<file path="config.mk">
export PLATFORM = sky130hd
export DESIGN_NAME = axi_lite_rd_arbiter_flat
export DESIGN_NICKNAME = d
export VERILOG_FILES = /design/src/rtl/axi_lite_rd_if.sv /design/src/rtl/axi_lite_rd_arbiter.sv /design/src/flat_wrapper.sv
export SDC_FILE = /design/constraint.sdc
export NUM_CORES = 1
export LEC_CHECK = 0
export BUFFER_PORTS_ARGS = -buffer_cell sky130_fd_sc_hd__buf_2
export CORE_AREA = 3 3 121 123
export CTS_CLUSTER_SIZE = 14
export DETAILED_ROUTE_END_ITERATION = 10
export DIE_AREA = 0 0 124 126
export PLACE_DENSITY = 0.48
export SLEW_MARGIN = 20
export SYNTH_ARGS = -nofsm -noshare
export SYNTH_HDL_FRONTEND = slang
export SYNTH_SLANG_ARGS = --single-unit
</file>
<file path="constraint.sdc">
create_clock -name clk -period 2.1 [get_ports clk]
set_input_delay 0.21 -clock clk [delete_from_list [all_inputs] [get_ports clk]]
set_output_delay 0.21 -clock clk [all_outputs]
set_load 0.01 [all_outputs]
</file>
<file path="src/rtl/axi_lite_rd_if.sv">
// AXI-Lite read channel (AR + R) bundle shared by the masters and the slave of the read arbiter.
// The master modport drives the request side; the slave modport drives the response side.
interface axi_lite_rd_if #(
    parameter int AW = 32,
    parameter int DW = 64
);
    logic          arvalid;
    logic          arready;
    logic [AW-1:0] araddr;
    logic          rvalid;
    logic          rready;
    logic [DW-1:0] rdata;
    logic [1:0]    rresp;

    modport master (
        output arvalid, araddr, rready,
        input  arready, rvalid, rdata, rresp
    );

    modport slave (
        input  arvalid, araddr, rready,
        output arready, rvalid, rdata, rresp
    );
endinterface

</file>
<file path="src/rtl/axi_lite_rd_arbiter.sv">
// Two-master AXI-Lite read arbiter: one AR+R transaction at a time on a shared slave port.
// Define ARB_RR_EN for round-robin tie breaking; otherwise master 1 (load/store) wins ties.
module axi_lite_rd_arbiter #(
    parameter int AW = 32,
    parameter int DW = 64
) (
    input  logic           clk,
    input  logic           rst,
    axi_lite_rd_if.slave   m0,
    axi_lite_rd_if.slave   m1,
    axi_lite_rd_if.master  s,
    output logic           busy,
    output logic           gnt_id
);

    typedef enum logic [1:0] {
        ST_IDLE = 2'd0,
        ST_ADDR = 2'd1,
        ST_DATA = 2'd2
    } state_e;

    state_e        state_q, state_d;
    logic          gnt_id_q, gnt_id_d;
    logic          busy_q, busy_d;
    logic          any_req_s;
    logic          winner_s;
    logic          gnt_rready_s;
    logic          in_addr_s;
    logic          in_data_s;
    logic [AW-1:0] gnt_addr_s;
    logic [DW-1:0] rdata_s;
`ifdef ARB_RR_EN
    logic          rr_last_q, rr_last_d;
`endif

    // Arbitration between the two read-address requests
    always_comb begin
        any_req_s = m0.arvalid | m1.arvalid;
`ifdef ARB_RR_EN
        if (m0.arvalid && m1.arvalid) begin
            winner_s = ~rr_last_q;
        end else begin
            winner_s = m1.arvalid;
        end
`else
        winner_s = m1.arvalid;
`endif
    end

    // Granted master's request-side signals
    always_comb begin
        gnt_rready_s = gnt_id_q ? m1.rready : m0.rready;
        gnt_addr_s   = gnt_id_q ? m1.araddr : m0.araddr;
    end

    // Next-state logic; the grant is frozen from ADDR until the R handshake
    always_comb begin
        state_d  = state_q;
        gnt_id_d = gnt_id_q;
`ifdef ARB_RR_EN
        rr_last_d = rr_last_q;
`endif
        case (state_q)
            ST_IDLE: begin
                if (any_req_s) begin
                    state_d  = ST_ADDR;
                    gnt_id_d = winner_s;
`ifdef ARB_RR_EN
                    rr_last_d = winner_s;
`endif
                end else begin
                    state_d = ST_IDLE;
                end
            end
            ST_ADDR: begin
                if (s.arready) begin
                    state_d = ST_DATA;
                end else begin
                    state_d = ST_ADDR;
                end
            end
            ST_DATA: begin
                if (s.rvalid && gnt_rready_s) begin
                    state_d = ST_IDLE;
                end else begin
                    state_d = ST_DATA;
                end
            end
            default: begin
                state_d = ST_IDLE;
            end
        endcase
        busy_d = (state_d != ST_IDLE);
    end

    // State, grant and pointer registers
    always_ff @(posedge clk) begin
        if (rst) begin
            state_q  <= ST_IDLE;
            gnt_id_q <= 1'b0;
            busy_q   <= 1'b0;
`ifdef ARB_RR_EN
            rr_last_q <= 1'b1;
`endif
        end else begin
            state_q  <= state_d;
            gnt_id_q <= gnt_id_d;
            busy_q   <= busy_d;
`ifdef ARB_RR_EN
            rr_last_q <= rr_last_d;
`endif
        end
    end

    // Channel steering; handshakes are masked during reset so nothing leaks mid-abort
    always_comb begin
        in_addr_s  = (state_q == ST_ADDR) && !rst;
        in_data_s  = (state_q == ST_DATA) && !rst;
        rdata_s    = s.rdata;

        s.arvalid  = in_addr_s;
        s.araddr   = gnt_addr_s;
        s.rready   = in_data_s & gnt_rready_s;

        m0.arready = in_addr_s & ~gnt_id_q & s.arready;
        m1.arready = in_addr_s &  gnt_id_q & s.arready;
        m0.rvalid  = in_data_s & ~gnt_id_q & s.rvalid;
        m1.rvalid  = in_data_s &  gnt_id_q & s.rvalid;

        m0.rdata   = rdata_s;
        m1.rdata   = rdata_s;
        m0.rresp   = s.rresp;
        m1.rresp   = s.rresp;

        busy       = busy_q & ~rst;
        gnt_id     = gnt_id_q & ~rst;
    end

endmodule

</file>
<file path="src/flat_wrapper.sv">
// flat-port wrapper written by rule: the top's interface ports become plain ports
module axi_lite_rd_arbiter_flat 
#(
    parameter int AW = 32,
    parameter int DW = 64
)
  (clk, rst, busy, gnt_id, m0_arvalid, m0_araddr, m0_rready, m0_arready, m0_rvalid, m0_rdata, m0_rresp, m1_arvalid, m1_araddr, m1_rready, m1_arready, m1_rvalid, m1_rdata, m1_rresp, s_arvalid, s_araddr, s_rready, s_arready, s_rvalid, s_rdata, s_rresp);
  axi_lite_rd_if #(.AW(AW), .DW(DW)) m0_i ();
  axi_lite_rd_if #(.AW(AW), .DW(DW)) m1_i ();
  axi_lite_rd_if #(.AW(AW), .DW(DW)) s_i ();
  input  logic clk;
  input  logic rst;
  output logic busy;
  output logic gnt_id;
  input wire logic [$bits(m0_i.arvalid)-1:0] m0_arvalid;
  input wire logic [$bits(m0_i.araddr)-1:0] m0_araddr;
  input wire logic [$bits(m0_i.rready)-1:0] m0_rready;
  output wire logic [$bits(m0_i.arready)-1:0] m0_arready;
  output wire logic [$bits(m0_i.rvalid)-1:0] m0_rvalid;
  output wire logic [$bits(m0_i.rdata)-1:0] m0_rdata;
  output wire logic [$bits(m0_i.rresp)-1:0] m0_rresp;
  input wire logic [$bits(m1_i.arvalid)-1:0] m1_arvalid;
  input wire logic [$bits(m1_i.araddr)-1:0] m1_araddr;
  input wire logic [$bits(m1_i.rready)-1:0] m1_rready;
  output wire logic [$bits(m1_i.arready)-1:0] m1_arready;
  output wire logic [$bits(m1_i.rvalid)-1:0] m1_rvalid;
  output wire logic [$bits(m1_i.rdata)-1:0] m1_rdata;
  output wire logic [$bits(m1_i.rresp)-1:0] m1_rresp;
  output wire logic [$bits(s_i.arvalid)-1:0] s_arvalid;
  output wire logic [$bits(s_i.araddr)-1:0] s_araddr;
  output wire logic [$bits(s_i.rready)-1:0] s_rready;
  input wire logic [$bits(s_i.arready)-1:0] s_arready;
  input wire logic [$bits(s_i.rvalid)-1:0] s_rvalid;
  input wire logic [$bits(s_i.rdata)-1:0] s_rdata;
  input wire logic [$bits(s_i.rresp)-1:0] s_rresp;
  assign m0_i.arvalid = m0_arvalid;
  assign m0_i.araddr = m0_araddr;
  assign m0_i.rready = m0_rready;
  assign m0_arready = m0_i.arready;
  assign m0_rvalid = m0_i.rvalid;
  assign m0_rdata = m0_i.rdata;
  assign m0_rresp = m0_i.rresp;
  assign m1_i.arvalid = m1_arvalid;
  assign m1_i.araddr = m1_araddr;
  assign m1_i.rready = m1_rready;
  assign m1_arready = m1_i.arready;
  assign m1_rvalid = m1_i.rvalid;
  assign m1_rdata = m1_i.rdata;
  assign m1_rresp = m1_i.rresp;
  assign s_arvalid = s_i.arvalid;
  assign s_araddr = s_i.araddr;
  assign s_rready = s_i.rready;
  assign s_i.arready = s_arready;
  assign s_i.rvalid = s_rvalid;
  assign s_i.rdata = s_rdata;
  assign s_i.rresp = s_rresp;
  axi_lite_rd_arbiter #(.AW(AW), .DW(DW)) u_core (.clk(clk), .rst(rst), .m0(m0_i), .m1(m1_i), .s(s_i), .busy(busy), .gnt_id(gnt_id));
endmodule
</file>
==> impl_metrics.toml <==
[status]
status = "finished clean"

[die]
core_region_area_sq_mm = 0.01377
die_width_um = 124
start_util_pct = 12.82
die_height_um = 126
die_area_sq_mm = 0.01562
row_count = 43
io_pins = 310

[routing]
drc_errors = 0
dr.pass1.iters = 4
post_drt_wl_per_cell_um = 11.61
wl_um = 4145
ant_nets = 0
viasPerCell = 2.899
dr_total_vias = 1035
drtIter0Drc = 25

[global_routing]
antenna_found_initial = 1
grt_pass1_vias = 1037
grt_overflow = 0
grt_usage_pct = 4.312
grt_pass1_wl_um = 5043
grt_max_degree = 25

[synth]
synthTopCellsByArea = "buf_4, mux2_4, dfxtp_1"
yosys.area_share.simple_pct = 5.811
yosysTopAreaCellShare_pct = 56.13
ys_ff_latch = 4
synth_cells = 200
synth.distinct_cells = 21
synth_seq_area_share_pct = 4.536
syn-num-nets = 338
netlist_area_sq_mm = 0.001765
synth-xor-area-share_pct = 0
ys_warn_count = 0
synth_mux_area_share_pct = 26.93
synth_top_family_by_area = "buffers and inverters"
synthAdderAreaFrac_pct = 0
synth_top_area_cell = "buf_4"
synth.avg_cell_area_sq_um = 8.827
synth_compound_area_share_pct = 1.559

[timing]
setup_ws_ns = 0.3254
worst_pin_slew_ns = 0.4205
rsz0062_at_grt = "false"
timing.final.crit_share_pct = 84.50
hold_viol_final = 0
setup_tns_ns = 0
max_freq_mhz = 563.5
slew_viol_final = 0
setup_viol = 0
final.setup_skew_ns = 0.0008282
maxSlewHeadroom_pct = 71.97
fin_crit_ns = 1.775

[worst_setup_path]
endpoint_kind = "output port"
startpoint_type = "register"
cp.required_ns = 1.89
cp_num_buf_inv = 2
crit_path_max_incr_delay_ns = 0.58
slowest_stage = "dfxtp_2"
crit_type = "register to output port"
crit_chain = "buf_12 > mux2_2 > buf_2"
cp_top_family = "flip-flops"
critPathArrivalTime_ns = 1.56
cp_max_fo = 24

[pwr]
vdd_drop_max_uv = 184.9
finalPower_uw = 743.5
combPwrFrac_pct = 46.5
p_int_uw = 535.0
pwr-share-clk_pct = 39.3
p_leak_nw = 0.8070
p_per_area_mw_per_mm2 = 473.5
p_sw_uw = 208.5
p_sw_share_pct = 28.04
pwr-share-seq_pct = 14.2

[layout]
layout.nets = 317
antenna_cells = 0
postLayoutCoreUtil_pct = 11.40
final_cells = 357
layout-drive-gt1-share_pct = 85.31
areaGrowthSynthToFinish_pct = -11.06
nFillCells = 1605

[place]
port_buffers = 111
finalWeightedCongestion = 0.6883
place_ws_ns = 0.5408
place_hpwl_um = 3713
dp.cells = 354

[clock_tree]
htreeDepth = 1
cts_buffer_depth = 2
clk_pin_slew_ns = 0.03
postCtsResizedCells = 0
cts.sink_count = 4
clock_latency_ns = 0.22
hold_buffers = 0
cts_root_buf = "clkbuf_16"
cts_tree = "yes"
cts_buffers = 3
cts_setup_buffers = 0

[run]
maxCapViolations = 0

[hold_path]
worst_hold_path_type = "input pin to register"
-- flip-flops by register name, indices dropped and copies added (netlist names) --
register,count
u_core.busy_q,1
u_core.gnt_id_q,1
u_core.state_q,2
-- stage by stage --
step                hold slack (ns)  instance area, sq um
CTS                          0.2515                  1570
detailed placement           0.4201                  1495
global placement             0.4201                  1495
global route                 0.2765                  1570
floorplan                    0.3505                  1765
finish                       0.2591                  1570
-- power groups by stage --
stage	clock network (mW)	registers, mW	logic (mW)
after floorplan	0	0.0905	0.496
final	0.292	0.106	0.346
after global routing	0.307	0.109	0.377
after global placement	0	0.106	0.348
after CTS	0.299	0.106	0.353
after detailed placement	0	0.107	0.352
-- cell usage after synthesis --
cell type  instances
mux2_4            28
mux2_2             4
dfxtp_1            4
buf_12             3
inv_1              1
a21oi_1            1
nand3_1            3
nor4_2             2
mux2i_1            1
a31oi_1            1
nor4b_1            1
inv_2              1
and2_1             1
o311ai_1           1
buf_2              2
a21o_1             1
buf_6              1
nand2_1            4
nor2b_1            1
nor2_1             7
buf_4            132
-- final cells by class --
| class | count | area, sq um | share of cell area, % |
|---|---|---|---|
| tap | 180 | 225.2 | 14.34 |
| inverter | 2 | 7.507 | 0.4781 |
| multi-input combinational | 56 | 605.6 | 38.57 |
| clock buffer | 3 | 75.07 | 4.781 |
| timing repair buffer | 112 | 575.6 | 36.65 |
| sequential | 4 | 81.33 | 5.179 |
-- placed cells by master, fill, tap and decap left out, drive strengths merged --
cell / instances
a31oi: 1
buf: 112
mux2: 32
and2: 1
inv: 2
nor4b: 1
nor4: 2
dfxtp: 4
nor2: 7
nand2: 4
clkbuf: 3
nor2b: 1
nand3: 3
a21oi: 1
o311ai: 1
a21o: 1
mux2i: 1
-- path summary, 6_finish.rpt --
path,end,cells after the start,start,slack (ns)
max,s_araddr[27],3,u_core.gnt_id_q,0.33
max reg2reg,u_core.busy_q,3,u_core.gnt_id_q,0.86
min reg2reg,u_core.state_q[1],2,u_core.state_q[1],0.59
min,u_core.gnt_id_q,3,m1_arvalid,0.26
-- cell families (layout without fill, tap and decap cells) --
group,count (synthesis),after routing
simple gates,19,19
compound gates,4,4
flops,4,4
mux,33,33
buf+inv,140,117
-- tightest hold or removal path: cells and delay by family --
kind	cells	cell delay [ns]
buf+inv	1	0.11
compound gates	1	0.06
simple gates	1	0.05
-- metal layers --
layer | share of wire, % | routed length, um | track usage [%]
met1 | 24 | 1015 | 2.340
met2 | 51 | 2097 | 8.877
met3 | 21 | 853 | 2.649
met4 | 3.8 | 159 | 2.964
met5 | 0.48 | 20 | 0
(Power assumes the default switching activity.)
